## config.mk

```make
export PLATFORM = sky130hd
export DESIGN_NAME = fpu_op_dispatch
export DESIGN_NICKNAME = d
export VERILOG_FILES = /design/src/rtl/fpu_op_dispatch.sv
export SDC_FILE = /design/constraint.sdc
export NUM_CORES = 1
export LEC_CHECK = 0
export CAP_MARGIN = 15
export CORE_MARGIN = 2
export CORE_UTILIZATION = 30
export DETAILED_ROUTE_END_ITERATION = 6
export SLEW_MARGIN = 20
export SYNTH_ARGS = -nofsm -noshare
export SYNTH_HDL_FRONTEND = slang
export SYNTH_SLANG_ARGS = --single-unit
export TNS_END_PERCENT = 5
```

## constraint.sdc

```tcl
create_clock -name clk -period 2.88 [get_ports clk]
set_clock_uncertainty 0.05 [all_clocks]
set_input_delay 0.576 -clock clk [delete_from_list [all_inputs] [get_ports clk]]
set_output_delay 0.576 -clock clk [all_outputs]
set_load 0.005 [all_outputs]
```

## src/rtl/fpu_op_dispatch.sv

```systemverilog
// ---------------------------------------------------------------------------
// fpu_op_dispatch
//
// Purpose:
//   1-to-3 dispatcher between FPU decode and the add/mul/div execution units.
//   Each accepted operand bundle is held in a one-entry registered stage and
//   offered to exactly one unit, chosen by the select captured with it.
//   Illegal selects (2'b11) are dropped, flagged with a one-cycle pulse and
//   counted in a saturating counter.
//
// Ports:
//   clk          in   1           clock, all state updates on posedge
//   rst_n        in   1           asynchronous active-low reset
//   in_valid     in   1           upstream request valid
//   in_ready     out  1           dispatcher can accept this cycle
//   in_data      in   DATA_WIDTH  operand bundle
//   in_sel       in   2           target: 00=unit1, 01=unit2, 10=unit3, 11=illegal
//   out_valid    out  3           one-hot valid, bit i = unit i+1
//   out_ready    in   3           per-unit ready, bit i = unit i+1
//   out_data     out  DATA_WIDTH  registered bundle shared by all units
//   err_sel      out  1           one-cycle pulse after an illegal select is accepted
//   illegal_cnt  out  CNT_WIDTH   saturating count of accepted illegal selects
// ---------------------------------------------------------------------------
module fpu_op_dispatch #(
   parameter int DATA_WIDTH = 32,
   parameter int CNT_WIDTH  = 8
) (
   input  logic                  clk,
   input  logic                  rst_n,
   input  logic                  in_valid,
   output logic                  in_ready,
   input  logic [DATA_WIDTH-1:0] in_data,
   input  logic [1:0]            in_sel,
   output logic [2:0]            out_valid,
   input  logic [2:0]            out_ready,
   output logic [DATA_WIDTH-1:0] out_data,
   output logic                  err_sel,
   output logic [CNT_WIDTH-1:0]  illegal_cnt
);

   typedef enum logic {
      EMPTY = 1'b0,
      FULL  = 1'b1
   } state_t;

   state_t      state_q;
   state_t      state_d;
   logic [1:0]  sel_q;
   logic        target_ready;
   logic        fire_out;
   logic        fire_in;
   logic        legal_in;
   logic        illegal_in;

   // The held select only ever takes legal values, so the default arm never
   // fires in practice; it keeps the ready lookup total and free of
   // out-of-range indexing.
   always_comb begin
      target_ready = 1'b0;
      case (sel_q)
         2'b00:   target_ready = out_ready[0];
         2'b01:   target_ready = out_ready[1];
         2'b10:   target_ready = out_ready[2];
         default: target_ready = 1'b0;
      endcase
   end

   // Handshake terms. in_ready depends only on state and the downstream
   // ready of the held target, never on in_valid, so no combinational loop
   // can form through an upstream that waits for ready before asserting valid.
   always_comb begin
      fire_out   = (state_q == FULL) && target_ready;
      in_ready   = (state_q == EMPTY) || fire_out;
      fire_in    = in_valid && in_ready;
      legal_in   = fire_in && (in_sel != 2'b11);
      illegal_in = fire_in && (in_sel == 2'b11);
   end

   // Next-state logic. A legal accept always leaves the stage full, whether
   // it fills an empty stage or replaces a bundle leaving the same cycle.
   // Otherwise the stage drains when the held bundle is taken. An illegal
   // accept never loads the stage, so it behaves like no accept here.
   always_comb begin
      state_d = state_q;
      if (legal_in) begin
         state_d = FULL;
      end else if (fire_out) begin
         state_d = EMPTY;
      end
   end

   // State register. Reset discards any held bundle.
   always_ff @(posedge clk or negedge rst_n) begin
      if (!rst_n) begin
         state_q <= EMPTY;
      end else begin
         state_q <= state_d;
      end
   end

   // Payload register. Data and select load only on a legal accept, which
   // can only happen when the stage is empty or being emptied, so the
   // offered bundle stays stable until it is handed off. The data is not
   // cleared when the stage drains; it is only meaningful under out_valid.
   always_ff @(posedge clk or negedge rst_n) begin
      if (!rst_n) begin
         out_data <= '0;
         sel_q    <= 2'b00;
      end else if (legal_in) begin
         out_data <= in_data;
         sel_q    <= in_sel;
      end
   end

   // Illegal-select bookkeeping: the error flag is a registered pulse that
   // lasts exactly the cycle after the illegal accept, and the counter
   // sticks at all-ones instead of wrapping.
   always_ff @(posedge clk or negedge rst_n) begin
      if (!rst_n) begin
         err_sel     <= 1'b0;
         illegal_cnt <= '0;
      end else begin
         err_sel <= illegal_in;
         if (illegal_in && (illegal_cnt != {CNT_WIDTH{1'b1}})) begin
            illegal_cnt <= illegal_cnt + {{(CNT_WIDTH-1){1'b0}}, 1'b1};
         end
      end
   end

   // One-hot valid toward the units, driven straight from the held state so
   // it can only drop through a handshake or reset.
   always_comb begin
      out_valid = 3'b000;
      if (state_q == FULL) begin
         case (sel_q)
            2'b00:   out_valid = 3'b001;
            2'b01:   out_valid = 3'b010;
            2'b10:   out_valid = 3'b100;
            default: out_valid = 3'b000;
         endcase
      end
   end

endmodule

```

# Word level (Yosys, flattened, before mapping)
# Cells that the tools add are included.
word_totals:
  out_inout_bits: 45
  register_bits: 44
  wordCells: 25
classes:
  muxes: 5
  n_reduce_logical: 8
  bitwise: 1
  eq_ne: 5
  addsub: 1
ops:
  columns: ["op", "n"]
  rows:
  - ["case mux 3 bit (3 select lines)", 1]
  - ["adder 8 x 1 -> 8 bit, second input constant", 1]
  - ["!= test 8 bit, second input constant", 1]
  - ["logical AND 1 bit", 5]
  - ["== test 2 bit, second input constant", 2]
  - ["2-to-1 mux 3 bit", 1]
  - ["case mux 1 bit (3 select lines)", 1]
  - ["== test 2 x 1 -> 1 bit, second input constant", 1]
  - ["logical NOT 2 bit", 1]
  - ["2-to-1 mux 1 bit", 2]
  - ["!= test 2 bit, second input constant", 1]
  - ["nonzero test 2 bit", 1]
  - ["logical OR 1 bit", 1]
  - ["inverter 1 bit", 1]

# Longest topological paths before layout
# Gate-level depths: netlist of the first run.
depth:
  depth_word: 7
  depth_mapped: 5
  mapped_depth_nobuf: 5

# Worst setup path after synthesis of the first run
# Ideal clock, no wire load.
synth_path:
  kind: "input port to flip-flop"
  from: "input port out_ready[2]"
  to: "register out_data[0]"
  arrival_ns: 1.688
  n_path_buf: 1
  path_stages: 5
  path_slack_ns: 1.017
  path_cell_list: "nor2b_1 o221ai_4 a21oi_4 buf_12 mux2_4"
synth_via:
  elab_chain_len: 5
synth_lines:
  columns: ["item", "line_no", "text"]
  rows:
  - ["from (decl)", "35", "input logic [2:0] out_ready,"]
  - ["case mux 1 bit (3 select lines)", "60", "case (sel_q)"]
  - ["logical AND 1 bit", "72", "fire_out = (state_q == FULL) && target_ready;"]
  - ["logical OR 1 bit", "73", "in_ready = (state_q == EMPTY) || fire_out;"]
  - ["logical AND 1 bit", "74", "fire_in = in_valid && in_ready;"]
  - ["logical AND 1 bit", "75", "legal_in = fire_in && (in_sel != 2'b11);"]
  - ["to (signal assigned)", "110", "out_data <= in_data;"]
  - ["to (decl)", "36", "output logic [DATA_WIDTH-1:0] out_data,"]
# No other way between the ends.
# A chain may end at the register's enable or synchronous reset.

# Worst setup path after layout of the first run
layout_path:
  from: "input port out_ready[2]"
  to: "output port in_ready"
layout_via:
  elab_chain_len: 3
layout_lines:
  columns: ["item", "line_no", "text"]
  rows:
  - ["case mux 1 bit (3 select lines)", "60", null]
  - ["logical AND 1 bit", "72", null]
  - ["logical OR 1 bit", "73", null]
  - ["to (decl)", "31", "output logic in_ready,"]
# No other way between the ends.

==> results of run 1 <==
==> cell families after synthesis <==
logic type	count (synthesis)	share of synthesized area, %
compound gates	5	3.22
fa+ha+maj	1	0.620
xor+xnor	5	2.17
flops	44	54.6
mux	36	26.0
simple gates	31	9.55
buf+inv	6	3.91
==> cell usage after synthesis <==
cell       count  area (um^2)
dfrtp_1       44         1100
mux2_4        32          480
nand2_1        7         26.3
nor2_1         7         26.3
xor2_1         5         43.8
buf_12         3         60.1
mux2_1         3         33.8
nor4_2         3         37.5
inv_1          2         7.51
nand2b_1       2         12.5
nand3_1        2         10.0
nand4_1        2         12.5
nor3_2         2         20.0
a21oi_1        1         5.00
a21oi_4        1         16.3
a2bb2oi_1      1         8.76
and2_1         1         6.26
and4_1         1         8.76
buf_6          1         11.3
ha_1           1         12.5
mux2i_1        1         10.0
nor2b_1        1         6.26
nor3_1         1         5.00
nor4b_2        1         15.0
o221ai_4       1         26.3
o22a_1         1         8.76
or2_1          1         6.26
==> power breakdown <==
group          switching, W  internal, W  leakage [nW]  total, W
logic              0.000409     0.000951         0.714   0.00136
registers          0.000185     0.000899         0.527   0.00108
clock network      0.000215     0.000261        0.0548  0.000476
==> flip-flops by register name, indices dropped and copies added, names as in the netlist <==
register     count
err_sel          1
illegal_cnt      8
state_q          1
out_data        32
sel_q            2
==> layer usage <==
| metal | global-route usage [%] | part of all wire, % | vias to the layer above |
|---|---|---|---|
| met5 | 0 | 0 | - |
| met4 | 2.60 | 1.0 | 0 |
| met3 | 3.85 | 8.9 | 6 |
| met2 | 18.3 | 40 | 63 |
| met1 | 17.0 | 50 | 641 |
| li1 | - | - | 630 |
==> layout make-up <==
cell class	count	area, um^2
sequential	44	1100
inverter	2	7.51
tap	77	96.3
fill	585	3390
clock buffer	5	68.8
timing repair buffer	87	871
multi-input combinational	78	838
clock inverter	3	46.3
==> metrics by stage <==
stage / total power (W) / hold WS [ps] / cells
3_3_place_gp: 0.00245 / 421 / 288
4_1_cts: 0.00298 / 114 / 296
5_1_grt: 0.00312 / 117 / 296
6_report: 0.00292 / 116 / 296
3_5_place_dp: 0.00247 / 434 / 288
2_1_floorplan: 0.00176 / 230 / 128
==> worst max path at each step <==
stage,from,endpoint,slack [ps],depth (start not counted)
2_1_floorplan,out_ready[2],out_data[0]$_DFFE_PN0P_,1020,5
3_3_place_gp,out_ready[2],in_ready,250,5
3_5_place_dp,out_ready[2],in_ready,240,5
4_1_cts,out_ready[2],in_ready,230,5
5_1_grt,out_ready[2],in_ready,150,5
6_report,out_ready[2],in_ready,260,5
==> metrics, run 1 <==
status=finished clean; input/output buffers=84; Post-CTS Resized=0; Syn Area/Cell=15.8 um^2; DRT iter0 DRCs=28; Final Max Slew Viols=0; Clock transition at path regs=80 ps; Seq/Total Area, Yosys=54.6%; DP Area=2910 um^2; f_max=381 MHz; VDD IR max=0.299 mV; count of final setup violators=0; worst r2r dst=illegal_cnt[1]$_DFFE_PN0P_; crit path buf inv count=2; initial antenna violation count=0; die area=7400 um^2; largest net degree at the start of global routing=33; Hold Crit Class=primary input to asynchronous set/reset pin; Core Area=6420 um^2; IO Count=85; critical path required time=2250 ps; via count=1340; worst flop-to-flop path startpoint=sel_q[0]$_DFFE_PN0P_; slowest cell delay on critical path=510 ps; power per cell area=964 nW/um^2; Pre-antenna DRT Iters=3; CP startpoint kind=primary input; synthesis-stage register bit count=44; highest-delay cell along the critical path=clkdlybuf4s50_1; final instance area=3030 um^2; Arr. time, crit path=2000 ps; grt total ovfl=0; yosys warns=0; Pleak=1.30 nW; R2R Setup Slk=1040 ps; pre-CTS setup slack=238 ps; wire length per cell=14.5 um; Nets=259; first-pass GRT wire length=7090 um; Setup crit end kind=primary output; CTS Buf Count=5; post-synthesis cell area=2020 um^2; setup slack after layout=256 ps; Area Overhead vs Synth=50.1%; Final Hold Fails=0; vias in the first global route=1404; CP Max Fanout=2; most used cell, CP=clkdlybuf4s50_1; CTS Sinks=44; unrepaired setup endpoints after global routing=no; Hold-fix buffers, CTS=0; Rows=29; post-layout minimum cycle time=2620 ps; Starting Density=31.4%; Routed Antenna Nets=0; diode count=0; post-route clock period utilization=91.1%; CTS tree=done; wirelength, routed=4290 um; DRC viols=0; worst slew pin tran=485 ps; DP HPWL=3080 um; Largest delay share family, worst path=buffers and inverters; Critical Setup Path Class=primary input to primary output; Yosys cell types=27; commonest non-fill, non-tap cell in the layout=clkdlybuf4s50_1; worst reg-to-reg path cell count=5; Post-CTS Setup Inserts=0; CTS root buf=clkbuf_8; Die Wd=86.0 um; post-layout util=47.2%; die height=86.0 um; worst-case clock buffer depth=2; htree depth=2; Skew-Pair Late Insertion Delay=290 ps; critical path, cell by cell=clkdlybuf4s50_1, nor2b_1, mux2i_1, nand2_1, clkdlybuf4s50_1; syn nets=169; vias per cell=4.53; cell count after synthesis=128; max_cap viols=0; Post-Route Setup TNS=0 ps; Total GRT Usage=12.1%; gpl congestion=0.746; share of layout cells above drive strength 1=23.7%; commonest cells after routing, fill and taps aside=clkdlybuf4s50_1, dfrtp_1, mux2_4, nor2_1, nand2_1; slew margin rel.=67.6%
No activity file was read; power rests on OpenSTA's default activity.
==> run 2: changes to the inputs <==
--- a/config.mk
+++ b/config.mk
@@ -6,9 +6,10 @@
 export NUM_CORES = 1
 export LEC_CHECK = 0
 export CAP_MARGIN = 15
-export CORE_MARGIN = 2
+export CORE_MARGIN = 8
 export CORE_UTILIZATION = 30
 export DETAILED_ROUTE_END_ITERATION = 6
+export HOLD_SLACK_MARGIN = 0.02
 export SLEW_MARGIN = 20
 export SYNTH_ARGS = -nofsm -noshare
 export SYNTH_HDL_FRONTEND = slang
==> metrics, run 2 (synthesis gave the netlist of run 1 again) <==
setup slack after layout=259 ps (+3.43 ps); final instance area=3040 um^2 (+0.37%); pre-CTS setup slack=255 ps (+17.5 ps); wire length per cell=16.1 um (+11%); htree depth=2 (unchanged); die height=98.0 um (+14%); Starting Density=30.4% (-1.0 points); largest net degree at the start of global routing=33 (unchanged); CTS tree=done; Final Hold Fails=0 (unchanged); Area Overhead vs Synth=50.7%; Die Wd=98.0 um (+14%); commonest cells after routing, fill and taps aside=clkdlybuf4s50_1, dfrtp_1, mux2_4, nor2_1, nand2_1; Rows=30 (+3.4%); worst slew pin tran=543 ps (+57.7 ps); Post-CTS Resized=0 (unchanged); Largest delay share family, worst path=buffers and inverters; Core Area=6640 um^2 (+3.4%); Final Max Slew Viols=0 (unchanged); Hold Crit Class=primary input to asynchronous set/reset pin; DRC viols=0 (unchanged); slew margin rel.=63.8% (-3.7 points); VDD IR max=0.328 mV (+9.5%); Skew-Pair Late Insertion Delay=290 ps (about the same); Clock transition at path regs=90 ps (about the same); CP startpoint kind=primary input; CTS Sinks=44 (unchanged); count of final setup violators=0 (unchanged); crit path buf inv count=2 (unchanged); post-layout util=45.8% (-1.4 points); status=finished clean; post-route clock period utilization=91.0% (-0.12 points); critical path required time=2250 ps (about the same); CTS Buf Count=5 (unchanged); CTS root buf=clkbuf_8; Post-CTS Setup Inserts=0 (unchanged); commonest non-fill, non-tap cell in the layout=clkdlybuf4s50_1; sw frac=28.1% (+0.42 points); Hold-fix buffers, CTS=0 (unchanged); via count=1360 (+1.5%); Combinational Power Share=46.5% (about the same); DP Area=2930 um^2 (+0.39%); Nets=260 (+0.39%); first-pass GRT wire length=8020 um (+13%); vias in the first global route=1473 (+4.9%); wirelength, routed=4830 um (+13%); Largest Register=out_data; gpl congestion=0.770 (+3.3%); Net Switching=0.000827 W (+2.2%); initial antenna violation count=0 (unchanged); DP HPWL=3690 um (+20%); power per cell area=967 nW/um^2 (+0.30%); input/output buffers=84 (unchanged); Seq pwr share=37.2% (about the same); CP Max Fanout=2 (unchanged); post-layout minimum cycle time=2620 ps (-3.43 ps); Arr. time, crit path=1990 ps (about the same); Critical Setup Path Class=primary input to primary output; share of layout cells above drive strength 1=24.1% (+0.35 points); highest-delay cell along the critical path=clkdlybuf4s50_1; max_cap viols=0 (unchanged); grt total ovfl=0 (unchanged); unrepaired setup endpoints after global routing=no; most used cell, CP=clkdlybuf4s50_1; Setup crit end kind=primary output; Post-Route Setup TNS=0 ps (unchanged); Routed Antenna Nets=0 (unchanged); diode count=0 (unchanged); Pleak=1.30 nW (+0.37%); Total GRT Usage=10.4% (-1.7 points); number of flip-flops in the largest register=32 (unchanged); critical path, cell by cell=clkdlybuf4s50_1, nor2b_1, mux2i_1, nand2_1, clkdlybuf4s50_1; cell internal pwr=0.00211 W (about the same); die area=9610 um^2 (+30%); vias per cell=4.53 (+0.14%); slowest cell delay on critical path=500 ps (about the same); Clock power frac=16.3% (about the same); f_max=382 MHz (+0.13%); DRT iter0 DRCs=27 (-3.6%); IO Count=85 (unchanged); top flop regs=out_data x32, illegal_cnt x8, sel_q x2; worst-case clock buffer depth=2 (unchanged); Pre-antenna DRT Iters=3 (unchanged)
[run 2: final timing paths]
kind | startpoint | end | slack [ps] | depth (start not counted)
worst max-delay path | out_ready[2] | in_ready | 260 | 5
worst min-delay path | rst_n | out_data[14]$_DFFE_PN0P_ | 200 | 1
worst max register to register | sel_q[0]$_DFFE_PN0P_ | out_data[7]$_DFFE_PN0P_ | 1000 | 5
worst min register to register | out_data[8]$_DFFE_PN0P_ | out_data[8]$_DFFE_PN0P_ | 460 | 1
max in group asynchronous | rst_n | illegal_cnt[1]$_DFFE_PN0P_ | 1990 | 2
min in group clk | out_data[8]$_DFFE_PN0P_ | out_data[8]$_DFFE_PN0P_ | 460 | 1
[run 2: per-stage QoR]
step	power, W	hold slack [ps]	instances
global placement	0.00248	417	292
detailed placement	0.00250	437	292
CTS	0.00300	217	300
floorplan	0.00176	230	128
global route	0.00314	252	300
finish	0.00294	204	300
[run 2: layer usage]
| layer | part of all wire, % | track usage, % |
|---|---|---|
| met2 | 44 | 15.4 |
| met4 | 0.75 | 3.24 |
| met3 | 8.3 | 3.91 |
| met1 | 47 | 13.6 |
| met5 | 0 | 0 |
[run 2: final cells by class]
cell class | instances | area (um^2)
timing repair buffer | 88 | 878
clock buffer | 5 | 68.8
inverter | 2 | 7.51
clock inverter | 3 | 46.3
tap | 80 | 100
fill | 622 | 3600
multi-input combinational | 78 | 838
sequential | 44 | 1100
[run 2: worst register-to-register path: cells and delay by family (launching register included)]
| kind | cells | cell delay [ps] |
|---|---|---|
| AOI/OAI and AO/OA | 2 | 390 |
| buffers and inverters | 1 | 260 |
| DFF | 1 | 440 |
| muxes | 1 | 360 |
| and+or+nand+nor | 1 | 260 |
[run 2: power by group through the flow]
stage	Clock (W)	Combinational, W	Sequential [W]
4_1_cts	0.000500	0.00140	0.00110
6_report	0.000478	0.00137	0.00109
5_1_grt	0.000525	0.00148	0.00114
3_5_place_dp	0	0.00139	0.00110
2_1_floorplan	0	0.000651	0.00110
3_3_place_gp	0	0.00138	0.00110
==> run 3: changes to the inputs <==
--- a/config.mk
+++ b/config.mk
@@ -9,7 +9,6 @@
 export CORE_MARGIN = 8
 export CORE_UTILIZATION = 30
 export DETAILED_ROUTE_END_ITERATION = 6
-export HOLD_SLACK_MARGIN = 0.02
 export SLEW_MARGIN = 20
 export SYNTH_ARGS = -nofsm -noshare
 export SYNTH_HDL_FRONTEND = slang
==> constraint.sdc (replaced) <==
create_clock -name clk -period 2.5 [get_ports clk]
set_clock_uncertainty 0.05 [all_clocks]
set_input_delay 0.5 -clock clk [delete_from_list [all_inputs] [get_ports clk]]
set_output_delay 0.5 -clock clk [all_outputs]
set_load 0.005 [all_outputs]
==> metrics, run 3 (synthesis gave the netlist of run 1 again) <==
status=finished clean; die area=9610 um^2 (unchanged); grt total ovfl=0 (unchanged); worst r2r dst=illegal_cnt[1]$_DFFE_PN0P_; Hold-fix buffers, CTS=0 (unchanged); worst slew pin tran=557 ps (+15.0 ps); diode count=0 (unchanged); Post-CTS Resized=0 (unchanged); gpl congestion=0.746 (-3.1%); Routed Antenna Nets=0 (unchanged); top flop regs=out_data x32, illegal_cnt x8, sel_q x2; Final Hold Fails=0 (unchanged); CTS root buf=clkbuf_8; via count=1341 (-1.4%); Nets=261 (+0.38%); final instance area=3050 um^2 (+0.29%); critical path launch point=out_ready[0]; Rows=30 (unchanged); commonest non-fill, non-tap cell in the layout=clkdlybuf4s50_1; Final Max Slew Viols=0 (unchanged); Setup crit end kind=primary output; wire length per cell=16.2 um (+0.60%); vias per cell=4.46 (-1.7%); CTS Buf Count=5 (unchanged); DP HPWL=3580 um (-3.2%); worst-case clock buffer depth=2 (unchanged); Total GRT Usage=10.7% (+0.25 points); CP Max Fanout=2 (unchanged); Pre-antenna DRT Iters=4 (+1); wirelength, routed=4880 um (+0.93%); first-pass GRT wire length=8240 um (+2.7%); die height=98.0 um (unchanged); power per cell area=1120 nW/um^2 (+15%); register area=1100 um^2 (unchanged); number of flip-flops in the largest register=32 (unchanged); DRC viols=0 (unchanged); multi-input logic area=838 um^2 (unchanged); Starting Density=30.4% (unchanged); slowest cell delay on critical path=450 ps (-50 ps); Post-CTS Setup Inserts=0 (unchanged); vias in the first global route=1493 (+1.4%); most used cell, CP=clkdlybuf4s50_1; Largest Register=out_data; share of layout cells above drive strength 1=24.4% (+0.34 points); IO Count=85 (unchanged); Clock transition at path regs=90 ps (about the same); CTS Sinks=44 (unchanged); max_cap viols=0 (unchanged); Skew-Pair Late Insertion Delay=290 ps (about the same); Levels on crit path=5 (unchanged); Die Wd=98.0 um (unchanged); Hold Crit Class=primary input to asynchronous set/reset pin; Fillers=596 (-4.2%); input/output buffers=84 (unchanged); R2R Setup Slk=710 ps (-290 ps); Core Area=6640 um^2 (unchanged); post-layout minimum cycle time=2390 ps; critical path required time=1950 ps (-300 ps); Pleak=1.31 nW (+0.71%); Arr. time, crit path=1840 ps (-150 ps); count of final setup violators=0 (unchanged); initial antenna violation count=0 (unchanged); CTS tree=done; worst flop-to-flop path startpoint=sel_q[0]$_DFFE_PN0P_; worst reg-to-reg path cell count=5 (unchanged); highest-delay cell along the critical path=clkdlybuf4s50_1; CP startpoint kind=primary input; Largest delay share family, worst path=buffers and inverters; Area Overhead vs Synth=51.1%; htree depth=2 (unchanged); unrepaired setup endpoints after global routing=no; DP Area=2930 um^2 (+0.26%); largest net degree at the start of global routing=45 (+36%); Post-Route Setup TNS=0 ps (unchanged); f_max=419 MHz; VDD IR max=0.413 mV (+26%); Critical Setup Path Class=primary input to primary output; commonest cells after routing, fill and taps aside=clkdlybuf4s50_1, dfrtp_1, mux2_4, nor2_1, nand2_1; post-route clock period utilization=95.4%; critical path, cell by cell=clkdlybuf4s50_1, mux2_4, mux2i_1, nand2_1, clkdlybuf4s50_1; Worst Setup EP=in_ready; DRT iter0 DRCs=30 (+11%); slew margin rel.=62.8% (-1.0 points); crit path buf inv count=2 (unchanged)
[run 3: power breakdown]
part	leakage, nW	internal (W)	switching, W	total, W
Clock	0.0583	0.000301	0.000247	0.000548
Combinational	0.725	0.00110	0.000484	0.00159
Sequential	0.527	0.00104	0.000229	0.00127
Total	1.31	0.00244	0.000961	0.00340
[run 3: worst min path at each step]
stage / end / slack [ps]
after floorplan: err_sel$_DFF_PN0_ / 150
after global placement: out_data[7]$_DFFE_PN0P_ / 420
after detailed placement: out_data[7]$_DFFE_PN0P_ / 430
after CTS: out_data[11]$_DFFE_PN0P_ / 250
after global routing: out_data[31]$_DFFE_PN0P_ / 270
final: out_data[31]$_DFFE_PN0P_ / 220
[run 3: layer usage]
layer / wire length [um] / part of all wire [%] / global-route usage, % / vias to the layer above
li1: - / - / - / 633
met1: 2430 / 50 / 14.6 / 651
met2: 2090 / 43 / 15.2 / 55
met3: 336 / 6.9 / 3.70 / 2
met4: 14 / 0.29 / 3.24 / 0
met5: 0 / 0 / 0 / -
[run 3: cell type report]
cell class              instances  area share (%)
inverters                       2           0.246
clock inverters                 3            1.56
flip-flops and latches         44            36.1
well taps                      80            3.28
multi-input cells              78            27.5
repair buffers                 89            29.1
clock buffers                   5            2.26
[run 3: worst reg2reg max path: cells and delay by family (launching register included)]
kind	cells	cell delay, ps
AO/OA/AOI/OAI	1	210
buffers and inverters	1	240
flip-flops	1	440
multiplexers	2	660
AND/OR/NAND/NOR	1	80
[run 3: stage by stage]
| stage | setup slack (ps) | util (%) | total power (W) | hold slack, ps | std cells |
|---|---|---|---|---|---|
| after floorplan | 713 | - | 0.00202 | 154 | 128 |
| after global placement | 100 | 44.1 | 0.00286 | 418 | 293 |
| after detailed placement | 97.8 | 44.1 | 0.00289 | 431 | 293 |
| after CTS | 104 | 45.9 | 0.00346 | 250 | 301 |
| after global routing | 18.4 | 45.9 | 0.00364 | 269 | 301 |
| final | 114 | 45.9 | 0.00340 | 225 | 301 |
